File: src/rtl/vote_sched.sv
// vote_sched: 4-requester round-robin majority-vote scheduler.
// The winner's 12-bit word is captured and its ones are counted. Y reports
// whether there are more zeros, an even split, or more ones.
// Build option VOTE_SCHED_FAST_EN: the word is counted in a single EVAL cycle
// instead of shifting one bit per cycle through COUNT.
module vote_sched (
    input  logic        clk,
    input  logic        rst,
    input  logic [3:0]  req,
    input  logic [47:0] req_data,
    output logic [3:0]  gnt,
    output logic        busy,
    output logic        done,
    output logic [1:0]  done_id,
    output logic [2:0]  Y
);

    typedef enum logic [1:0] {
        IDLE   = 2'd0,
        COUNT  = 2'd1,
        RESULT = 2'd2
`ifdef VOTE_SCHED_FAST_EN
        ,EVAL  = 2'd3
`endif
    } state_t;

    state_t      state, state_n;
    logic [1:0]  last;      // last granted index; search starts just above it
    logic [1:0]  win;
    logic [11:0] sr;        // captured word, shifted right while counting
    logic [3:0]  ones;
    logic [3:0]  bitcnt;
    logic [1:0]  pick;
    logic [1:0]  idx;
    logic        any;
    logic [11:0] word;
    logic [3:0]  ones_nxt;

    // Map a ones count to the one-hot majority code
    function automatic logic [2:0] maj(input logic [3:0] n);
        if (n < 4'd6)       maj = 3'b100;
        else if (n == 4'd6) maj = 3'b010;
        else                maj = 3'b001;
    endfunction

    // Round-robin pick. Walk from farthest to nearest so the nearest requester wins
    always_comb begin
        pick = last;
        any  = 1'b0;
        idx  = '0;
        for (int k = 4; k >= 1; k--) begin
            idx = last + 2'(k);
            if (req[idx]) begin
                pick = idx;
                any  = 1'b1;
            end
        end
    end

    // Select the winner's data slice
    always_comb begin
        word = req_data[11:0];
        case (pick)
            2'd0: word = req_data[11:0];
            2'd1: word = req_data[23:12];
            2'd2: word = req_data[35:24];
            2'd3: word = req_data[47:36];
            default: word = req_data[11:0];
        endcase
    end

    assign ones_nxt = ones + {3'b000, sr[0]};

`ifdef VOTE_SCHED_FAST_EN
    logic [3:0] pop;

    // Parallel popcount of the captured word
    always_comb begin
        pop = '0;
        for (int i = 0; i < 12; i++) pop = pop + {3'b000, sr[i]};
    end
`endif

    // State register
    always_ff @(posedge clk or posedge rst) begin
        if (rst) state <= IDLE;
        else     state <= state_n;
    end

    // Next-state logic
    always_comb begin
        state_n = state;
        case (state)
            IDLE: begin
                if (any) begin
`ifdef VOTE_SCHED_FAST_EN
                    state_n = EVAL;
`else
                    state_n = COUNT;
`endif
                end
            end
            COUNT:  if (bitcnt == 4'd11) state_n = RESULT;
`ifdef VOTE_SCHED_FAST_EN
            EVAL:   state_n = RESULT;
`endif
            RESULT: state_n = IDLE;
            default: state_n = IDLE;
        endcase
    end

    // Datapath and registered outputs. The result is latched when RESULT is
    // entered, so done, done_id and Y all change at that same edge.
    always_ff @(posedge clk or posedge rst) begin
        if (rst) begin
            gnt     <= '0;
            done    <= 1'b0;
            done_id <= '0;
            Y       <= '0;
            last    <= 2'd3;
            win     <= '0;
            sr      <= '0;
            ones    <= '0;
            bitcnt  <= '0;
        end else begin
            gnt  <= '0;
            done <= 1'b0;
            case (state)
                IDLE: begin
                    if (any) begin
                        gnt    <= 4'b0001 << pick;
                        win    <= pick;
                        last   <= pick;
                        sr     <= word;
                        ones   <= '0;
                        bitcnt <= '0;
                    end
                end
                COUNT: begin
                    sr     <= sr >> 1;
                    ones   <= ones_nxt;
                    bitcnt <= bitcnt + 4'd1;
                    if (bitcnt == 4'd11) begin
                        done    <= 1'b1;
                        done_id <= win;
                        Y       <= maj(ones_nxt);
                    end
                end
`ifdef VOTE_SCHED_FAST_EN
                EVAL: begin
                    ones    <= pop;
                    done    <= 1'b1;
                    done_id <= win;
                    Y       <= maj(pop);
                end
`endif
                default: ;
            endcase
        end
    end

    assign busy = (state != IDLE);

endmodule

File: config.mk
export PLATFORM = sky130hd
export DESIGN_NAME = vote_sched
export DESIGN_NICKNAME = d
export VERILOG_FILES = /design/src/rtl/vote_sched.sv
export SDC_FILE = /design/constraint.sdc
export NUM_CORES = 1
export LEC_CHECK = 0
export CAP_MARGIN = 25
export CORE_UTILIZATION = 49
export CTS_CLUSTER_SIZE = 28
export DETAILED_ROUTE_END_ITERATION = 6
export GPL_ROUTABILITY_DRIVEN = 0
export PLACE_DENSITY = 0.92
export SYNTH_ARGS = -nofsm -noshare
export SYNTH_HDL_FRONTEND = slang
export SYNTH_SLANG_ARGS = --single-unit
File: constraint.sdc
create_clock -name clk -period 3.2 [get_ports clk]
set_clock_uncertainty 0.1 [all_clocks]
set_input_delay 0.8 -clock clk [delete_from_list [all_inputs] [get_ports clk]]
set_output_delay 0.8 -clock clk [all_outputs]
set_load 0.02 [all_outputs]
Word level (Yosys, flattened, before mapping)
Cells that the tools add are included.

Word-level logic and storage cells: 67. Bits of input ports: 54. Output and inout port bits: 11. Flip-flop bits (word level): 36.

Order comparisons: 5. Shift operators: 1. Multiplexer cells: 30. Equality and inequality tests: 8. Add/sub/neg operators: 5. Reductions and logical operators: 8.

Operator list (number): case mux 12 bit (4 select lines) (1); case mux 12 bit (2 select lines) (1); case mux 4 bit (2 select lines) (2); less-than comparator 2 x 3 -> 1 bit (second input constant) (4); 2-to-1 mux 12 bit (1); 2-to-1 mux 2 bit (6); 2-to-1 mux 4 bit (3); 2-to-1 mux 1 bit (10); binary-select mux 1 bit (select 2 bit) (4); AND reduction 2 bit (4); adder 2 bit (second input constant) (2); adder 4 x 1 -> 4 bit (1); adder 4 x 1 -> 4 bit (second input constant) (1); equality test 2 x 1 -> 1 bit (second input constant) (2); equality test 2 bit (second input constant) (2); equality test 4 x 3 -> 1 bit (second input constant) (1); equality test 4 bit (second input constant) (1); zero test 2 bit (2); less-than comparator 4 x 3 -> 1 bit (second input constant) (1); inequality test 2 bit (second input constant) (2); case mux 2 bit (2 select lines) (1); nonzero test 2 bit (2); << shifter 1 x 2 -> 4 bit (first input constant) (1); 2-to-1 mux 3 bit (1); adder 2 x 1 -> 2 bit (second input constant) (1).

Longest topological paths before layout
Gate-level depths: netlist of the first run.

Depth after elaboration: 10. Mapped depth: 8. Gate-level depth less buffers: 7.

Worst setup path before layout of the first run
OpenSTA, ideal clock, no wires.

Kind: input to register. From: input req[3]. To: register sr[11]. Stages on the path: 6. Slack: 0.989 ns. Library setup time: 0.134 ns. Data arrival time: 1.977 ns. Data required time: 2.966 ns. Path buffers: 1. Cell sequence: or4_4 > and2_1 > buf_6 > o2111a_1 > a41oi_1 > o211ai_1.

Longest elaborated chain between the ends: 9. Elaborated cells on any way between the ends: 24. Classes of those cells: eq/ne (4); mux (18); reduce/logical (2).

RTL lines: start: declaration (line 9) `input logic [3:0] req,`; binary-select mux 1 bit (select 2 bit) (line 53) `if (req[idx]) begin`; 2-to-1 mux 1 bit (not written as such) (line 53); 2-to-1 mux 2 bit (3 in series) (line 53); equality test 2 bit (tied with other cells) (line 63) `case (pick)`; case mux 12 bit (4 select lines) (line 63); 2-to-1 mux 12 bit (line 130) `if (any) begin`; case mux 12 bit (2 select lines) (line 128) `case (state)`; end signal: assignment (line 134) `sr <= word;`; end signal: assignment (line 140) `sr <= sr >> 1;`; end: declaration (line 30) `logic [11:0] sr;`.

Several ways; a longest one is shown, not always the timed one. The select of a mux whose other input is x is not followed. A chain may end at the register's enable or synchronous reset.

Worst setup path in the final report of the first run
From: input req[3]. To: register sr[5].

Same word-level chain as after synthesis.

==> impl_metrics.json, run 1 <==
{
  "status": "finished clean",
  "stdcell_area_sq_mm": 0.002695,
  "synth_area_leaders": "dfrtp_1 45%, mux2i_1 12%, nand2_1 5.1%, o221ai_1 4.6%, a22oi_1 4.3%",
  "drc": 0,
  "synth_top_area_cell": "dfrtp_1",
  "antenna_found_initial": 0,
  "grt_pass1_vias": 1671,
  "async_reset_ff_share_pct": 100.0,
  "whs_ns": 0.3772,
  "vias": 1659,
  "syn-cell-area_sq_mm": 0.001904,
  "layout.nets": 307,
  "cts.sinks": 36,
  "reg2reg_from": "last[1]",
  "p_per_area_mw_per_mm2": 771.9,
  "antenna_cells": 0,
  "cts_tree": "built",
  "initial_utilization_pct": 51.63,
  "stdcell_count": 299,
  "wl_per_cell_um": 15.17,
  "rrSetupSlack_ns": 1.06,
  "syn2layout_area_growth_pct": 41.52,
  "routed_wl_mm": 4.535,
  "numPortBuffers": 64,
  "core.rowCount": 22,
  "yosys-top-cells-count": "34 x dfrtp_1, 26 x nand2_1, 22 x mux2i_1, 11 x a22oi_1",
  "reg2reg_depth": 5,
  "dpl.hpwl_mm": 3.305,
  "fillers": 275,
  "htree_levels": 2,
  "synth-edff-count": 0,
  "netlist_instances": 185,
  "post-synth-top-area-fraction_pct": 44.68,
  "seq_area_frac_synth_pct": 47.44,
  "cpPeakStageDelay_ns": 0.56,
  "cpMaxStageDelayCell": "clkdlybuf4s50_1",
  "dieWidth_um": 64.34,
  "grt_max_degree": 37,
  "final-hold-violation-count": 0,
  "yosys_warnings": 0,
  "cts.repair.resized": 0,
  "postCtsSetupRepairBufs": 0,
  "drive_above_1_share_pct": 8.367,
  "synth_most_common_cell": "dfrtp_1",
  "hold_buffers": 0,
  "whs_path_depth": 2,
  "min_to": "done_id[1]",
  "cts_made_buffers": 5,
  "synthesis.nets": 242,
  "cts_max_path_buffers": 2,
  "rsz0062_at_grt": "no",
  "slew_headroom_pct": 64.55,
  "power.leakage_uw": 0.001204,
  "cp_max_fo": 16,
  "io_pins": 65,
  "end_kind": "flop",
  "grt_pass1_wl_mm": 7.679,
  "drt-initial-drc-count": 69,
  "path_cells": "clkdlybuf4s50_1, nand3b_1, a31oi_4, buf_12, mux2i_1, o221ai_1",
  "period_share_pct": 82.08,
  "track_usage_pct": 24.86,
  "core_area_sq_mm": 0.003689,
  "crit_family": "buffers and inverters",
  "root_buffer": "clkbuf_8",
  "grt-ovfl-total": 0,
  "final.setup.tns_ns": 0,
  "report.final.slew_viol_count": 0,
  "max_freq_ghz": 0.3807,
  "min_period_ns": 2.627,
  "critPathBufInv": 2,
  "hold_path_class": "flop to flop",
  "drv_cap": 0,
  "drtAntennaViolNets": 0,
  "routed_via_density": 5.548,
  "synth-main-ff-cell": "dfrtp_1",
  "yosysUniqueCellTypes": 38,
  "ys_seq_elements": 36,
  "r2r-end": "sr[5]",
  "worst_pin_slew_ns": 0.5318,
  "clk_pin_slew_ns": 0.07,
  "crit_start": "req[3]",
  "dpl-instance-area_sq_mm": 0.002605,
  "arrival_ns": 2.67,
  "required_ns": 3.24,
  "detail_route.first_pass.iterations": 4,
  "synth_area_per_cell_sq_um": 10.29,
  "die_area_sq_mm": 0.004140,
  "hold_start": "win[1]",
  "vdd_drop_max_mv": 0.3596,
  "dp_cells": 291,
  "crit_type": "primary input to flop",
  "start_kind": "primary input",
  "power.total_uw": 2080,
  "fp.dieH_um": 64.34,
  "clock_latency_ns": 0.29,
  "setup_viol": 0
}
[kinds of logic (layout without fill, tap and decap cells)]
kind of cell	after synthesis	in the layout	synth area share [%]
multiplexers	23	23	12.15
AND/OR/NAND/NOR	54	54	13.14
adder cells (fa/ha/maj)	3	3	1.971
AO/OA/AOI/OAI	47	47	18.20
flip-flops	36	36	47.44
XOR/XNOR	5	5	2.300
buffers and inverters	17	83	4.796
[state kept, by name, indices dropped and copies added, names as in the netlist]
signal,cells
bitcnt,4
state,2
last,2
win,2
done,1
ones,4
gnt,4
Y,3
done_id,2
sr,12
[worst max-delay path by stage]
stage | to | slack [ns] | cells after the start
2_1_floorplan | sr[11] | 0.99 | 6
3_3_place_gp | sr[7] | 0.36 | 6
6_report | sr[5] | 0.57 | 6
5_1_grt | sr[5] | 0.48 | 6
4_1_cts | sr[5] | 0.57 | 6
3_5_place_dp | sr[5] | 0.29 | 6
[per-stage QoR]
step           utilization (%)  setup WS [ns]
2_1_floorplan                -         0.9892
3_3_place_gp             70.62         0.3629
3_5_place_dp             70.62         0.2930
4_1_cts                  73.07         0.5663
5_1_grt                  73.07         0.4822
6_report                 73.07         0.5734
[cell type report]
| cell class | instances | area [sq um] | share of cell area (%) |
|---|---|---|---|
| clock buffers | 8 | 90.09 | 3.343 |
| inverters | 5 | 18.77 | 0.6964 |
| multi-input cells | 132 | 924.6 | 34.31 |
| flip-flops and latches | 36 | 903.4 | 33.52 |
| well taps | 48 | 60.06 | 2.228 |
| repair buffers | 70 | 698.2 | 25.91 |
[worst register-to-register path: cells and delay by family, from the launching register on]
| family | cells | cell delay [ns] |
|---|---|---|
| mux | 1 | 0.25 |
| flops | 1 | 0.60 |
| buf+inv | 1 | 0.24 |
| compound gates | 2 | 0.66 |
| simple gates | 1 | 0.14 |
[routing by layer]
layer	part of all wire (%)	vias to the layer above	GRT usage (%)
met2	51	56	41.97
met5	0	-	0
li1	-	800	-
met4	1.4	0	7.778
met3	6.1	5	7.143
met1	42	798	30.48
[placed cells by master, fill, tap and decap left out, types with 2 or more instances in the layout]
| cell | instances |
|---|---|
| o21a_1 | 5 |
| dfstp_2 | 2 |
| nand2b_1 | 5 |
| mux2i_1 | 22 |
| a22oi_1 | 11 |
| o21ai_1 | 5 |
| nand2_1 | 26 |
| nand3_1 | 3 |
| clkbuf_1 | 2 |
| nor2_1 | 10 |
| inv_1 | 5 |
| nand3b_1 | 2 |
| nand4_1 | 2 |
| o211ai_1 | 2 |
| buf_4 | 5 |
| o21ai_0 | 4 |
| xor2_1 | 4 |
| a21oi_1 | 2 |
| clkdlybuf4s50_1 | 64 |
| dfrtp_1 | 34 |
| clkbuf_8 | 6 |
| o221ai_1 | 10 |
| ha_1 | 3 |
[power breakdown]
| group | internal (uW) | total (uW) | switching (uW) |
|---|---|---|---|
| combinational | 480 | 980 | 500 |
| clock | 175 | 330 | 155 |
| sequential | 642 | 769 | 127 |
| total | 1300 | 2080 | 783 |
Note: power is estimated with default switching activity, not from simulation.
==> inputs of run 2 (changes only) <==
--- a/config.mk
+++ b/config.mk
@@ -6,11 +6,11 @@
 export NUM_CORES = 1
 export LEC_CHECK = 0
 export CAP_MARGIN = 25
-export CORE_UTILIZATION = 49
+export CORE_UTILIZATION = 41
 export CTS_CLUSTER_SIZE = 28
 export DETAILED_ROUTE_END_ITERATION = 6
 export GPL_ROUTABILITY_DRIVEN = 0
-export PLACE_DENSITY = 0.92
+export PLACE_DENSITY = 0.83
 export SYNTH_ARGS = -nofsm -noshare
 export SYNTH_HDL_FRONTEND = slang
 export SYNTH_SLANG_ARGS = --single-unit
==> constraint.sdc (replaced) <==
create_clock -name clk -period 2.15 [get_ports clk]
set_clock_uncertainty 0.1 [all_clocks]
set_input_delay 0.5375 -clock clk [delete_from_list [all_inputs] [get_ports clk]]
set_output_delay 0.5375 -clock clk [all_outputs]
set_load 0.02 [all_outputs]
==> run 2 against run 1 <==
  * Utilization decreased by 8.3 points
  * Wire length increased by 1.7%
  * Critical path depth decreased by 3
  * Sequential power increased by 48%
  * Power increased by 62%
  * Die area increased by 19%
  * Sequential share of layout area decreased by 1.9 points
  * Non-clock buffer count increased by 13
  * Worst setup slack got worse by 0.52 ns
  * Worst hold slack got worse by 0.0039 ns
  * Sequential cell count unchanged
  * Critical path type is now flop to output port
==> impl_metrics.json, run 2 (same netlist as run 1, synthesis figures left out) <==
{
  "status": "finished clean",
  "drc": 0,
  "initial_utilization_pct": 43.14,
  "grt_max_degree": 37,
  "syn2layout_area_growth_pct": 50.20,
  "dp_cells": 308,
  "required_ns": 1.51,
  "intPower_uw": 2148,
  "cts_max_path_buffers": 2,
  "routed_via_density": 5.367,
  "swShare_pct": 36.43,
  "period_share_pct": 97.34,
  "antenna_cells": 0,
  "root_buffer": "clkbuf_8",
  "drtAntennaViolNets": 0,
  "track_usage_pct": 19.90,
  "clock_latency_ns": 0.29,
  "power_frac_clock_pct": 18.3,
  "hold_path_class": "flop to flop",
  "vias": 1696,
  "drt-initial-drc-count": 112,
  "hold_start": "Y[2]",
  "clk_pin_slew_ns": 0.08,
  "grt-ovfl-total": 0,
  "rsz0062_at_grt": "yes",
  "drive_above_1_share_pct": 14.77,
  "cts_tree": "built",
  "grt_pass1_wl_mm": 7.610,
  "regMostFlops": "sr",
  "dpl-instance-area_sq_mm": 0.002720,
  "grt_pass1_vias": 1719,
  "arrival_ns": 1.46,
  "report.final.slew_viol_count": 0,
  "reg2reg_from": "last[1]",
  "antenna_found_initial": 0,
  "reg2reg_depth": 5,
  "detail_route.first_pass.iterations": 6,
  "final-hold-violation-count": 0,
  "drv_cap": 0,
  "power.leakage_uw": 0.001284,
  "p_seq_share_pct": 33.6,
  "dieWidth_um": 70.15,
  "die_area_sq_mm": 0.004921,
  "cp_max_fo": 4,
  "min_period_ns": 2.093,
  "core.rowCount": 24,
  "numPortBuffers": 64,
  "setup_viol": 0,
  "wl_per_cell_um": 14.59,
  "final_common_cell": "clkdlybuf4s50_1",
  "power.total_uw": 3379,
  "start_kind": "flop",
  "hold_buffers": 0,
  "htree_levels": 2,
  "end_kind": "output port",
  "layout.nets": 320,
  "cts_made_buffers": 5,
  "largest_register_ffs": 12,
  "worst_pin_slew_ns": 0.4628,
  "stdcell_area_sq_mm": 0.002860,
  "pwr-share-comb_pct": 48.1,
  "routed_wl_mm": 4.611,
  "p_per_area_mw_per_mm2": 1181,
  "fp.dieH_um": 70.15,
  "crit_start": "state[1]",
  "final_cell_mix": "64 x clkdlybuf4s50_1, 34 x dfrtp_1, 26 x nand2_1",
  "slew_headroom_pct": 69.15,
  "crit_type": "flop to output port",
  "cts.sinks": 36,
  "dpl.hpwl_mm": 3.320,
  "core_area_sq_mm": 0.004414,
  "whs_path_depth": 2,
  "vdd_drop_max_mv": 0.5533,
  "p_switching_uw": 1231,
  "io_pins": 65,
  "max_freq_ghz": 0.4778,
  "stdcell_count": 316
}
[run 2: cell types whose count changed in the layout (fill, tap and decap cells not counted), sizes merged]
cell      previous run  this run
bufinv               0         1
buf                  6        19
inv                  5         6
clkinvlp             0         1
clkbuf               8         5
[run 2: final cells by class]
type,instances,area (sq um)
fillers,351,1554
multi-input cells,132,942.2
flip-flops and latches,36,903.4
repair buffers,83,815.8
clock buffers,5,68.82
well taps,52,65.06
clock inverters,3,46.29
inverters,5,18.77
[run 2: worst paths after layout]
check / endpoint / slack (ns)
max in group asynchronous: last[1] / 1.06
min in group asynchronous: sr[2] / 0.54
hold reg to reg: Y[2] / 0.37
setup / recovery: busy / 0.06
setup reg to reg: sr[10] / 0.31
hold / removal: Y[2] / 0.37
[run 2: worst max-delay path, cell delays in order, from the launching register on]
cell and delay (ns):
dfrtp_1 0.41, nor2_2 0.17, inv_1 0.05, clkdlybuf4s50_1 0.53
[run 2: repair_timing]
action                                  CTS  global route
resized for setup                         1             6
endpoints found under the setup margin   10            12
setup buffers                             0             0
pin swaps                                 0             1
[run 2: power by group through the flow]
| stage | sequential [uW] | combinational [uW] | clock (uW) |
|---|---|---|---|
| global placement | 1140 | 1550 | 0 |
| CTS | 1130 | 1610 | 619 |
| detailed placement | 1140 | 1590 | 0 |
| global route | 1170 | 1800 | 647 |
| floorplan | 1160 | 987 | 0 |
| finish | 1140 | 1620 | 618 |
[run 2: per-stage QoR]
step	util [%]	hold slack, ns	setup WS, ns	setup TNS (ns)
after global placement	61.62	0.3535	-0.2620	-4.431
after CTS	64.26	0.3783	-0.001470	-0.001470
after detailed placement	61.62	0.3590	-0.3028	-5.452
after global routing	64.80	0.3997	-0.005369	-0.009049
final	64.80	0.3733	0.05711	0
after floorplan	-	0.3394	0.2017	0
[run 2: metal layers]
| layer | track usage [%] | up-vias | routed length, um |
|---|---|---|---|
| li1 | - | 829 | - |
| met3 | 5.772 | 7 | 285 |
| met2 | 32.26 | 54 | 2231 |
| met4 | 6.667 | 0 | 51 |
| met1 | 25.49 | 806 | 2041 |
| met5 | 0 | - | 0 |
==> inputs of run 3 (changes only) <==
--- a/config.mk
+++ b/config.mk
@@ -6,11 +6,11 @@
 export NUM_CORES = 1
 export LEC_CHECK = 0
 export CAP_MARGIN = 25
-export CORE_UTILIZATION = 41
+export CORE_UTILIZATION = 30
 export CTS_CLUSTER_SIZE = 28
 export DETAILED_ROUTE_END_ITERATION = 6
 export GPL_ROUTABILITY_DRIVEN = 0
-export PLACE_DENSITY = 0.83
+export PLACE_DENSITY = 0.64
 export SYNTH_ARGS = -nofsm -noshare
 export SYNTH_HDL_FRONTEND = slang
 export SYNTH_SLANG_ARGS = --single-unit
==> constraint.sdc (replaced) <==
create_clock -name clk -period 2.1 [get_ports clk]
set_clock_uncertainty 0.1 [all_clocks]
set_input_delay 0.525 -clock clk [delete_from_list [all_inputs] [get_ports clk]]
set_output_delay 0.525 -clock clk [all_outputs]
set_load 0.01 [all_outputs]
==> run 3 against run 2 <==
  * Register-to-register slack got worse by 0.14 ns
  * Utilization fell by 16 points
  * Wire length rose by 7.3%
  * Largest power group unchanged
  * Count of clock-buffer cells in the layout rose by 1
  * Worst setup slack improved by 0.015 ns
  * Clock power fell by 19%
==> impl_metrics.json, run 3 (same netlist as run 1, synthesis figures left out) <==
{
  "status": "finished clean",
  "rsz0062_at_grt": "no",
  "antenna_cells": 0,
  "pre_cts_ws_ns": -0.3932,
  "wl_met3_um": 307,
  "die_area_sq_mm": 0.006670,
  "rrSetupSlack_ns": 0.17,
  "cts_max_path_buffers": 2,
  "drt-initial-drc-count": 92,
  "core.rowCount": 28,
  "whs_ns": 0.3692,
  "required_ns": 1.47,
  "final.setup.tns_ns": 0,
  "path_cells": "nor2_4, inv_1, clkdlybuf4s50_1",
  "setup_viol": 0,
  "layout.nets": 324,
  "power.leakage_uw": 0.001319,
  "worst_pin_slew_ns": 0.2692,
  "reg2reg_depth": 5,
  "core_area_sq_mm": 0.006026,
  "layout_setup_ws_ns": 0.07191,
  "root_buffer": "clkbuf_8",
  "p_per_area_mw_per_mm2": 1173,
  "cts_made_buffers": 5,
  "slew_headroom_pct": 81.82,
  "cts_tree": "built",
  "clk_pin_slew_ns": 0.07,
  "vias": 1717,
  "hold_path_class": "flop to flop",
  "cts.sinks": 36,
  "power.total_uw": 3469,
  "end_kind": "output port",
  "grt-ovfl-total": 0,
  "track_usage_pct": 15.34,
  "antenna_found_initial": 0,
  "final_core_utilization_pct": 49.09,
  "final_cell_mix": "62 x clkdlybuf4s50_1, 34 x dfrtp_1, 26 x nand2_1",
  "arrival_ns": 1.40,
  "pwr-share-comb_pct": 51.3,
  "p_switching_uw": 1250,
  "report.final.slew_viol_count": 0,
  "numPortBuffers": 64,
  "htree_levels": 2,
  "routed_via_density": 5.006,
  "initial_utilization_pct": 31.60,
  "wl_per_cell_um": 14.42,
  "largest_register_ffs": 12,
  "reg2reg_from": "last[1]",
  "wl_met1_mm": 2.087,
  "grt_max_degree": 37,
  "hold_start": "Y[2]",
  "vdd_drop_max_mv": 0.5066,
  "clock_latency_ns": 0.28,
  "r2r-end": "sr[7]",
  "start_kind": "flop",
  "period_share_pct": 96.58,
  "top_layer_used": "met4",
  "p_seq_share_pct": 34.3,
  "cpMaxStageDelayCell": "clkdlybuf4s50_1",
  "final_common_cell": "clkdlybuf4s50_1",
  "fp.dieH_um": 81.67,
  "drive_above_1_share_pct": 16.42,
  "final-hold-violation-count": 0,
  "whs_path_depth": 2,
  "grt_pass1_wl_mm": 7.624,
  "io_pins": 65,
  "drc": 0,
  "power_frac_clock_pct": 14.4,
  "grt_pass1_vias": 1590,
  "dieWidth_um": 81.67,
  "crit_family": "buffers and inverters",
  "crit_type": "flop to output port",
  "intPower_uw": 2219,
  "regMostFlops": "sr",
  "critPathBufInv": 2,
  "dpl.hpwl_mm": 3.618,
  "min_period_ns": 2.028,
  "swShare_pct": 36.03,
  "max_freq_ghz": 0.4931,
  "cpPeakStageDelay_ns": 0.47,
  "hold_buffers": 0,
  "min_to": "Y[2]",
  "cp_max_fo": 4,
  "routed_wl_mm": 4.947,
  "met2_length_mm": 2.478,
  "detail_route.first_pass.iterations": 5,
  "syn2layout_area_growth_pct": 55.32,
  "drv_cap": 0,
  "drtAntennaViolNets": 0
}
-- run 3: stage by stage --
stage / instances / area [sq um]
after floorplan: 185 / 1904
after global placement: 332 / 2756
after detailed placement: 332 / 2756
after CTS: 340 / 2884
after global routing: 343 / 2958
final: 343 / 2958
-- run 3: cell type report --
type,instances,area [sq um]
clock buffer,6,82.58
timing repair buffer,86,865.8
tap,75,93.84
inverter,5,18.77
sequential,36,903.4
fill,575,3068
multi-input combinational,133,983.4
clock inverter,2,10.01
-- run 3: how the worst max path moves through the flow --
stage              to     start  slack (ns)  cells past startpoint
6_report         busy  state[0]        0.07                      3
5_1_grt         sr[0]    req[2]        0.01                      7
4_1_cts        sr[10]    req[1]       0.002                      6
3_5_place_dp    sr[8]    req[3]       -0.39                      5
3_3_place_gp   sr[11]    req[3]       -0.37                      6
2_1_floorplan  sr[11]    req[3]        0.16                      6
-- run 3: worst min-delay path, stage by stage, from the launching register on --
cell and delay (ns):
dfrtp_1 0.34, nand2_1 0.05, nand2_1 0.05
-- run 3: power by group through the flow --
stage	registers, uW	logic, uW	clock network, uW
after floorplan	1140	1010	0
after global placement	1180	1590	0
after CTS	1180	1660	515
after global routing	1220	1950	535
final	1190	1780	499
after detailed placement	1180	1610	0
-- run 3: what timing repair did --
| item | 4_1_cts | 5_1_grt |
|---|---|---|
| cloned | 0 | 2 |
| pin swaps | 1 | 1 |
| setup endpoints to repair | 16 | 12 |
| gates resized for setup | 11 | 3 |
| buffers inserted | 0 | 1 |
-- run 3: routing by layer --
metal,global-route usage (%),vias to the layer above
li1,-,845
met1,20.46,820
met2,23.67,44
met3,4.444,8
met4,5.263,0
met5,0,-
